$ cat src/rtl/hazard_tracker.sv
// hazard_tracker: tracks micro-ops through EX/MEM/WB, detects RAW hazards
// for the ID instruction, raises load-use stall and registers EX forward selects.

// Per-source forwarding lane: one instance per ID source operand.
module hazard_fwd_lane (
   input  logic [4:0] src,
   input  logic       use_src,
   input  logic       ex_wr,
   input  logic [4:0] ex_dst,
   input  logic       mem_wr,
   input  logic [4:0] mem_dst,
   output logic       ex_hit,
   output logic [1:0] sel
);
   logic live, mem_hit;

   // r0 and unread sources never match; EX beats MEM
   always_comb begin
      live    = use_src & (src != 5'd0);
      ex_hit  = live & ex_wr  & (ex_dst  == src);
      mem_hit = live & mem_wr & (mem_dst == src);
      sel     = ex_hit ? 2'b01 : (mem_hit ? 2'b10 : 2'b00);
   end
endmodule

module hazard_tracker #(
   parameter int STALL_CNT_W = 16
) (
   input  logic                   clk,
   input  logic                   rst_n,
   input  logic                   id_valid,
   input  logic [10:0]            id_micro,
   input  logic [4:0]             id_rs,
   input  logic [4:0]             id_rt,
   input  logic                   id_use_rs,
   input  logic                   id_use_rt,
   input  logic                   flush,
   output logic                   stall,
   output logic [1:0]             fwd_a,
   output logic [1:0]             fwd_b,
   output logic [10:0]            ex_micro,
   output logic [10:0]            mem_micro,
   output logic [10:0]            wb_micro,
   output logic                   ex_valid,
   output logic                   mem_valid,
   output logic                   wb_valid,
   output logic [STALL_CNT_W-1:0] stall_count
);
   // INS type codes (micro-coder encoding)
   localparam logic [5:0] INS_NOP  = 6'd0,
                          INS_ADD  = 6'd1,  INS_ADDU  = 6'd2,  INS_SUB  = 6'd3,
                          INS_SUBU = 6'd4,  INS_AND   = 6'd5,  INS_OR   = 6'd6,
                          INS_XOR  = 6'd7,  INS_NOR   = 6'd8,  INS_SLT  = 6'd9,
                          INS_SLTU = 6'd10, INS_SLL   = 6'd11, INS_SRL  = 6'd12,
                          INS_SRA  = 6'd13, INS_SLLV  = 6'd14, INS_SRLV = 6'd15,
                          INS_SRAV = 6'd16, INS_ADDI  = 6'd17, INS_ADDIU= 6'd18,
                          INS_ANDI = 6'd19, INS_ORI   = 6'd20, INS_XORI = 6'd21,
                          INS_SLTI = 6'd22, INS_SLTIU = 6'd23, INS_LUI  = 6'd24,
                          INS_LB   = 6'd25, INS_LH    = 6'd26, INS_LBU  = 6'd27,
                          INS_LHU  = 6'd28, INS_LW    = 6'd29, INS_SB   = 6'd30,
                          INS_SH   = 6'd31, INS_SW    = 6'd32, INS_BEQ  = 6'd33,
                          INS_BNE  = 6'd34, INS_BLEZ  = 6'd35, INS_BGTZ = 6'd36,
                          INS_BLTZ = 6'd37, INS_BGEZ  = 6'd38, INS_J    = 6'd39,
                          INS_JAL  = 6'd40, INS_JR    = 6'd41, INS_JALR = 6'd42;

   localparam int STAGES  = 3;   // 1=EX 2=MEM 3=WB
   localparam int NUM_SRC = 2;   // 0=rs/A 1=rt/B
   localparam logic [10:0] BUBBLE = {INS_NOP, 5'd0};

   function automatic logic is_load(input logic [5:0] ins);
      return ins inside {INS_LB, INS_LH, INS_LBU, INS_LHU, INS_LW};
   endfunction

   // Anything not listed (branches, J, JR, stores, NOP, unknown) never writes
   function automatic logic is_writer(input logic [5:0] ins);
      return is_load(ins) ||
             ins inside {INS_ADD, INS_ADDU, INS_SUB, INS_SUBU, INS_AND, INS_OR,
                         INS_XOR, INS_NOR, INS_SLT, INS_SLTU, INS_SLL, INS_SRL,
                         INS_SRA, INS_SLLV, INS_SRLV, INS_SRAV, INS_ADDI,
                         INS_ADDIU, INS_ANDI, INS_ORI, INS_XORI, INS_SLTI,
                         INS_SLTIU, INS_LUI, INS_JAL, INS_JALR};
   endfunction

   logic [STAGES:1]                vld_pipe;
   logic [STAGES:1][10:0]          micro_pipe;
   logic [NUM_SRC-1:0][4:0]        src;
   logic [NUM_SRC-1:0]             use_src, ex_hit;
   logic [NUM_SRC-1:0][1:0]        sel, fwd_q;
   logic                           ex_wr, mem_wr, bubble;

   assign src     = {id_rt, id_rs};
   assign use_src = {id_use_rt, id_use_rs};
   assign ex_wr   = vld_pipe[1] & is_writer(micro_pipe[1][10:5]);
   assign mem_wr  = vld_pipe[2] & is_writer(micro_pipe[2][10:5]);

   genvar g;
   generate
      for (g = 0; g < NUM_SRC; g++) begin : g_lane
         hazard_fwd_lane u_lane (
            .src     (src[g]),
            .use_src (use_src[g]),
            .ex_wr   (ex_wr),
            .ex_dst  (micro_pipe[1][4:0]),
            .mem_wr  (mem_wr),
            .mem_dst (micro_pipe[2][4:0]),
            .ex_hit  (ex_hit[g]),
            .sel     (sel[g])
         );
      end
   endgenerate

   // Load in EX feeding either ID source; flush overrides
   assign stall  = id_valid & ~flush & is_load(micro_pipe[1][10:5]) & (|ex_hit);
   assign bubble = stall | flush;

   // Stage advance: MEM/WB always shift, EX takes ID or a bubble
   always_ff @(posedge clk or negedge rst_n) begin
      if (!rst_n) begin
         vld_pipe   <= '0;
         micro_pipe <= {STAGES{BUBBLE}};
         fwd_q      <= '0;
      end else begin
         vld_pipe[STAGES:2]   <= vld_pipe[STAGES-1:1];
         micro_pipe[STAGES:2] <= micro_pipe[STAGES-1:1];
         if (bubble) begin
            vld_pipe[1]   <= 1'b0;
            micro_pipe[1] <= BUBBLE;
            fwd_q         <= '0;
         end else begin
            vld_pipe[1]   <= id_valid;
            micro_pipe[1] <= id_micro;
            fwd_q         <= sel;
         end
      end
   end

   // Saturating count of stall cycles
   always_ff @(posedge clk or negedge rst_n) begin
      if (!rst_n)
         stall_count <= '0;
      else if (stall && (stall_count != {STALL_CNT_W{1'b1}}))
         stall_count <= stall_count + {{(STALL_CNT_W-1){1'b0}}, 1'b1};
   end

   assign fwd_a     = fwd_q[0];
   assign fwd_b     = fwd_q[1];
   assign ex_valid  = vld_pipe[1];
   assign mem_valid = vld_pipe[2];
   assign wb_valid  = vld_pipe[3];
   assign ex_micro  = micro_pipe[1];
   assign mem_micro = micro_pipe[2];
   assign wb_micro  = micro_pipe[3];
endmodule

$ cat config.mk
export PLATFORM = sky130hd
export DESIGN_NAME = hazard_tracker
export DESIGN_NICKNAME = d
export VERILOG_FILES = /design/src/rtl/hazard_tracker.sv
export SDC_FILE = /design/constraint.sdc
export NUM_CORES = 1
export LEC_CHECK = 0
export CORE_MARGIN = 2
export CORE_UTILIZATION = 40
export DETAILED_ROUTE_END_ITERATION = 8
export PLACE_DENSITY = 0.76
export SLEW_MARGIN = 40
export SYNTH_ARGS = -nofsm -noshare
export SYNTH_HDL_FRONTEND = slang
export SYNTH_SLANG_ARGS = --single-unit
$ cat constraint.sdc
create_clock -name clk -period 1.74 [get_ports clk]
set_input_delay 0.261 -clock clk [delete_from_list [all_inputs] [get_ports clk]]
set_output_delay 0.261 -clock clk [all_outputs]
set_load 0.02 [all_outputs]
; Yosys cells after proc, flatten, opt, wreduce, memory -nomap -nowiden
; Index checks and enable logic that the tools add are counted.
[totals]
latch_bits = 0
mem_count = 0
register_bits = 56
ramBits = 0
input_bits = 27
romBits = 0
out_inout_bits = 57
[op_classes]
mux = 7
n_shift = 0
order_cmp = 0
n_reduce_logical = 10
div_mod_pow = 0
bitwise_logic = 17
multipliers = 0
eq_ne = 67
n_addsub = 1
[ops]
columns = cell, count
row1 = "equality test 6 x 5 -> 1 bit, second input constant", 28
row2 = "equality test 6 x 4 -> 1 bit, second input constant", 16
row3 = nonzero test 26 bit, 2
row4 = "equality test 6 x 3 -> 1 bit, second input constant", 8
row5 = "equality test 6 x 2 -> 1 bit, second input constant", 4
row6 = "equality test 6 bit, second input constant", 4
row7 = equality test 5 bit, 4
row8 = nonzero test 5 bit, 4
row9 = "adder 16 x 1 -> 16 bit, second input constant", 1
row10 = "!= test 16 bit, second input constant", 1
row11 = bitwise AND 1 bit, 15
row12 = "equality test 6 x 1 -> 1 bit, second input constant", 2
row13 = 2-to-1 mux 11 bit, 1
row14 = 2-to-1 mux 2 bit, 4
row15 = 2-to-1 mux 4 bit, 1
row16 = logical OR 1 bit, 2
row17 = OR reduction 2 bit, 1
row18 = logical AND 1 bit, 1
row19 = 2-to-1 mux 1 bit, 1
row20 = NOT 1 bit, 1
row21 = bitwise OR 1 bit, 1

; Depth between registers and ports, before layout
[logic_depth]
depth_word = 10
mapped_depth = 7

; Modules after synthesis
; From an unflattened synthesis, not the netlist that was laid out.
[hier_totals]
cells_unflattened = 186
hier_area_um2 = 2329.7
[modules_own_cells]
columns = module, area_each_um2, cells_each, n_inst
row1 = hazard_tracker, 2024.4, 148, 1
row2 = hazard_fwd_lane, 152.6, 19, 2

; Least setup slack after synthesis
; Ideal clock, no wire load.
[synth_path]
path_type = reg-to-reg
from = reg micro_pipe (netlist bit ex_micro[3])
to = reg stall_count[9]
setup_time_ps = 130
path_stages_with_launch = 8
arrival_ps = 1843
synth_period_minus_slack_ps = 1973
slack_ps = -233
path_buffers = 1
required_ps = 1610
path_cell_list = dfrtp_1 xnor2_1 nand3_1 nor4_1 o21a_1 buf_2 nand4_1 xnor2_1
[synth_between]
elab_chain_len = 5
[synth_lines]
columns = element, line
row1 = start: declaration, 85  ; logic [STAGES:1][10:0] micro_pipe;
row2 = start signal: assignment, 120  ; micro_pipe <= {STAGES{BUBBLE}};
row3 = start signal: indexed assignment, 124  ; micro_pipe[STAGES:2] <= micro_pipe[STAGES-1:1];
row4 = equality test 5 bit, 20  ; ex_hit = live & ex_wr & (ex_dst == src);
row5 = bitwise AND 1 bit, 20
row6 = OR reduction 2 bit *, 113  ; assign stall = id_valid & ~flush & is_load(micro_pipe[1][10:5]) & (|ex_hit);
row7 = bitwise AND 1 bit *, 113
row8 = net stall, 38  ; output logic stall,
row9 = logical AND 1 bit *, 141  ; else if (stall && (stall_count != {STALL_CNT_W{1'b1}}))
row10 = end signal: assignment, 142  ; stall_count <= stall_count + {{(STALL_CNT_W-1){1'b0}}, 1'b1};
row11 = end: declaration, 47  ; output logic [STALL_CNT_W-1:0] stall_count
; Mark *: on every way through the listed nets, which the timed path passes. The rest lies on a longest branch.
; A chain may end at the register's enable or synchronous reset.

; Worst setup path in the final report
[layout_path]
from = reg micro_pipe (netlist bit ex_micro[10])
to = out stall
[layout_between]
elab_chain_len = 8
[layout_lines]
columns = element, line
row1 = equality test 6 x 1 -> 1 bit (tied with other cells), 77  ; ins inside {INS_ADD, INS_ADDU, INS_SUB, INS_SUBU, INS_AND, INS_OR,
row2 = nonzero test 26 bit / nonzero test 5 bit (equally long branches), "77, 71"
row3 = logical OR 1 bit, 77
row4 = bitwise AND 1 bit, 93  ; assign ex_wr = vld_pipe[1] & is_writer(micro_pipe[1][10:5]);
row5 = bitwise AND 1 bit (2 in series), 20
row6 = OR reduction 2 bit, 113
row7 = bitwise AND 1 bit *, 113
row8 = end: declaration, 38
; Every way passes the cells marked *; elsewhere a longest branch is shown, timed or not.

==> run metrics <==
Syn Nets 212; Die ar. 6370 um^2; total congestion overflow 0; Residual DRC 0; Setup CP Type reg2out; vias in the first global route 1848; Pwr Density 666 nW/um^2; most common cell after layout, fill and taps aside clkdlybuf4s50_1; Syn Area/Cell 12.5 um^2; worst hold margin 0.388 ns; Vias per Instance 4.79; #FFs+latches synth 56; failing checks setup timing; CTS Buf Count 5; worst r2r dst stall_count[2]$_DFFE_PN0P_; clk_skew 0.00381 ns; number of max-cap violations 0; CP max stage delay 0.41 ns; wire per inst 15.1 um; crit-path cells nand3b_1, a211oi_2, and4b_1, o21a_1, buf_6; Post-Synthesis Cells 184; relative slew slack 76.9%; FP Rows 27; die width 79.8 um; IO Pins 84; ANT cells 0; placed wire-length estimate 4490 um; maximum vdd drop 459 uV; root buffer selected by CTS clkbuf_8; Finish-stage setup viols 28; DIE HEIGHT 79.8 um; global-route wire length before repair 9370 um; layout cells sized above 1 37.7%; Seq/Total Area, Yosys 61.0%; # nets final 356; RSZ-0062 raised after global routing yes; htree depth 2; FF-to-FF setup slack -0.11 ns; Synth Warn # 0; Req. time, crit path 1.48 ns; initial antenna violation count 0; Met2 Wirelength 3090 um; Synth cell types 38; CP arrival 1.66 ns; Final WS setup -0.180 ns; initial core utilization 41.5%; mapped cell area 2300 um^2; final RePlAce weighted congestion 0.845; CTS tree yes; post-synthesis to final-layout area growth 77.0%; First-pass DRT Iterations 4; CTS clock-pin slew for the worst setup and hold paths 0.10 ns; Final period util 110%; clock sinks 56; GR Util All Layers 19.6%; Register-to-Register Path Depth 8; Max clock buf depth 2; M1 wire length 2680 um; top layer in use met4; Tmin final 1.92 ns; Final Hold Fails 0; leakage 1.91 nW; status finished, violations left; met3 WL post-DR 223 um; CP max FO 2; largest net degree at the start of global routing 30; Worst setup SP type register; Setup crit end kind output port; core area 5540 um^2; most frequent cells in the layout clkdlybuf4s50_1, dfrtp_1, buf_4; DRT antenna net count 0; Iter 0 DRT Violations 101; max-slew violation count 0; Hold/Removal Path Class in2async; Worst-Skew Late Latency 0.30 ns; via count 1921; fmax 0.521 GHz; pre-CTS setup slack -0.829 ns; R2R Path Start ex_micro[10]$_DFF_PN0_; Slew @ Worst Pin 0.347 ns; WL final 6080 um; number of I/O port buffers 83; Worst path slowest cell dfrtp_2
flip-flops by register name (all words and copies together) (netlist names):
signal,count
ex_micro,11
fwd_b,2
stall_count,16
fwd_a,2
wb_micro,11
mem_micro,11
vld_pipe,3
worst max-delay path, delay by kind of cell, from the launching register on:
kind	cells	cell delay (ns)
AO/OA/AOI/OAI	2	0.40
flip-flops	1	0.41
AND/OR/NAND/NOR	2	0.41
buffers and inverters	1	0.14
Yosys cell counts:
cell type / number / share of area [%]
dfrtp_1: 56 / 61
xnor2_1: 22 / 8.4
nand3_1: 13 / 2.8
xor2_1: 13 / 5.0
and2_1: 12 / 3.3
and3_1: 7 / 1.9
nand2_1: 7 / 1.1
nor2_1: 7 / 1.1
nand4_1: 4 / 1.1
o21ai_0: 4 / 0.87
nor4_1: 3 / 0.82
or4_1: 3 / 0.98
a211oi_1: 2 / 0.65
a31oi_1: 2 / 0.54
and2_2: 2 / 0.65
and4_1: 2 / 0.76
inv_1: 2 / 0.33
nand3b_1: 2 / 0.65
nor3b_1: 2 / 0.65
a2111oi_1: 1 / 0.44
a2111oi_2: 1 / 0.65
a311oi_1: 1 / 0.38
and3_2: 1 / 0.33
and4b_1: 1 / 0.44
buf_2: 1 / 0.22
buf_4: 1 / 0.33
ha_1: 1 / 0.54
mux2_2: 1 / 0.49
nand4b_1: 1 / 0.38
nor3_1: 1 / 0.22
nor4_2: 1 / 0.54
o211ai_1: 1 / 0.33
o211ai_2: 1 / 0.54
o21a_1: 1 / 0.33
o21ai_1: 1 / 0.22
o21ai_2: 1 / 0.38
or2_1: 1 / 0.27
or4_2: 1 / 0.38
power by group:
group / total [mW] / internal (mW) / switching [mW]
Sequential: 1.38 / 1.34 / 0.0330
Clock: 0.884 / 0.471 / 0.413
Combinational: 0.448 / 0.243 / 0.205
final cells by class:
class	instances	area [um^2]
clock buffers	6	82.6
flip-flops and latches	56	1410
multi-input cells	124	1140
well taps	72	90.1
fillers	376	1470
clock inverters	2	38.8
repair buffers	139	1300
inverters	2	7.51
routing by layer:
| metal | vias to the layer above | GRT usage (%) |
|---|---|---|
| met5 | - | 0 |
| met4 | 0 | 6.78 |
| met3 | 4 | 3.85 |
| met2 | 44 | 32.3 |
| met1 | 944 | 26.0 |
| li1 | 929 | - |
stage by stage:
step	instance area, um^2	instances	total power, mW	utilization, %	setup TNS, ns
2_1_floorplan	2350	184	1.54	-	-0.0220
3_3_place_gp	3600	382	1.80	65.0	-18.46
3_5_place_dp	3600	382	1.81	65.0	-19.22
4_1_cts	3840	393	2.70	69.4	-2.84
5_1_grt	4070	401	2.83	73.4	-4.42
6_report	4070	401	2.71	73.4	-2.39
worst max path at each step:
stage | slack [ns] | depth (start not counted) | endpoint | startpoint
after global placement | -0.81 | 6 | stall | id_rs[1]
after CTS | -0.25 | 5 | stall | ex_micro[2]$_DFF_PN0_
after global routing | -0.28 | 5 | stall | ex_micro[10]$_DFF_PN0_
after detailed placement | -0.83 | 6 | stall | id_rs[1]
final | -0.18 | 5 | stall | ex_micro[10]$_DFF_PN0_
after floorplan | -0.02 | 5 | stall_count[1]$_DFFE_PN0P_ | id_rs[1]
logic make-up (layout without fill, tap and decap cells):
logic type	Yosys count	count (layout)	share of synthesized area, %
adders and majority gates	1	1	0.544
muxes	1	1	0.490
AOI/OAI and AO/OA	16	16	5.33
and+or+nand+nor	71	71	18.5
buffers and inverters	4	149	0.871
DFF	56	56	61.0
xor gates and xnor gates	35	35	13.3
repair_timing:
item,4_1_cts,5_1_grt
gates cloned,1,1
pin swaps,11,29
endpoints found under the setup margin,36,39
hold endpoints to repair,12,0
hold buffers,1,0
resized for setup,47,58
buffers inserted,3,7
(Power assumes the default switching activity.)
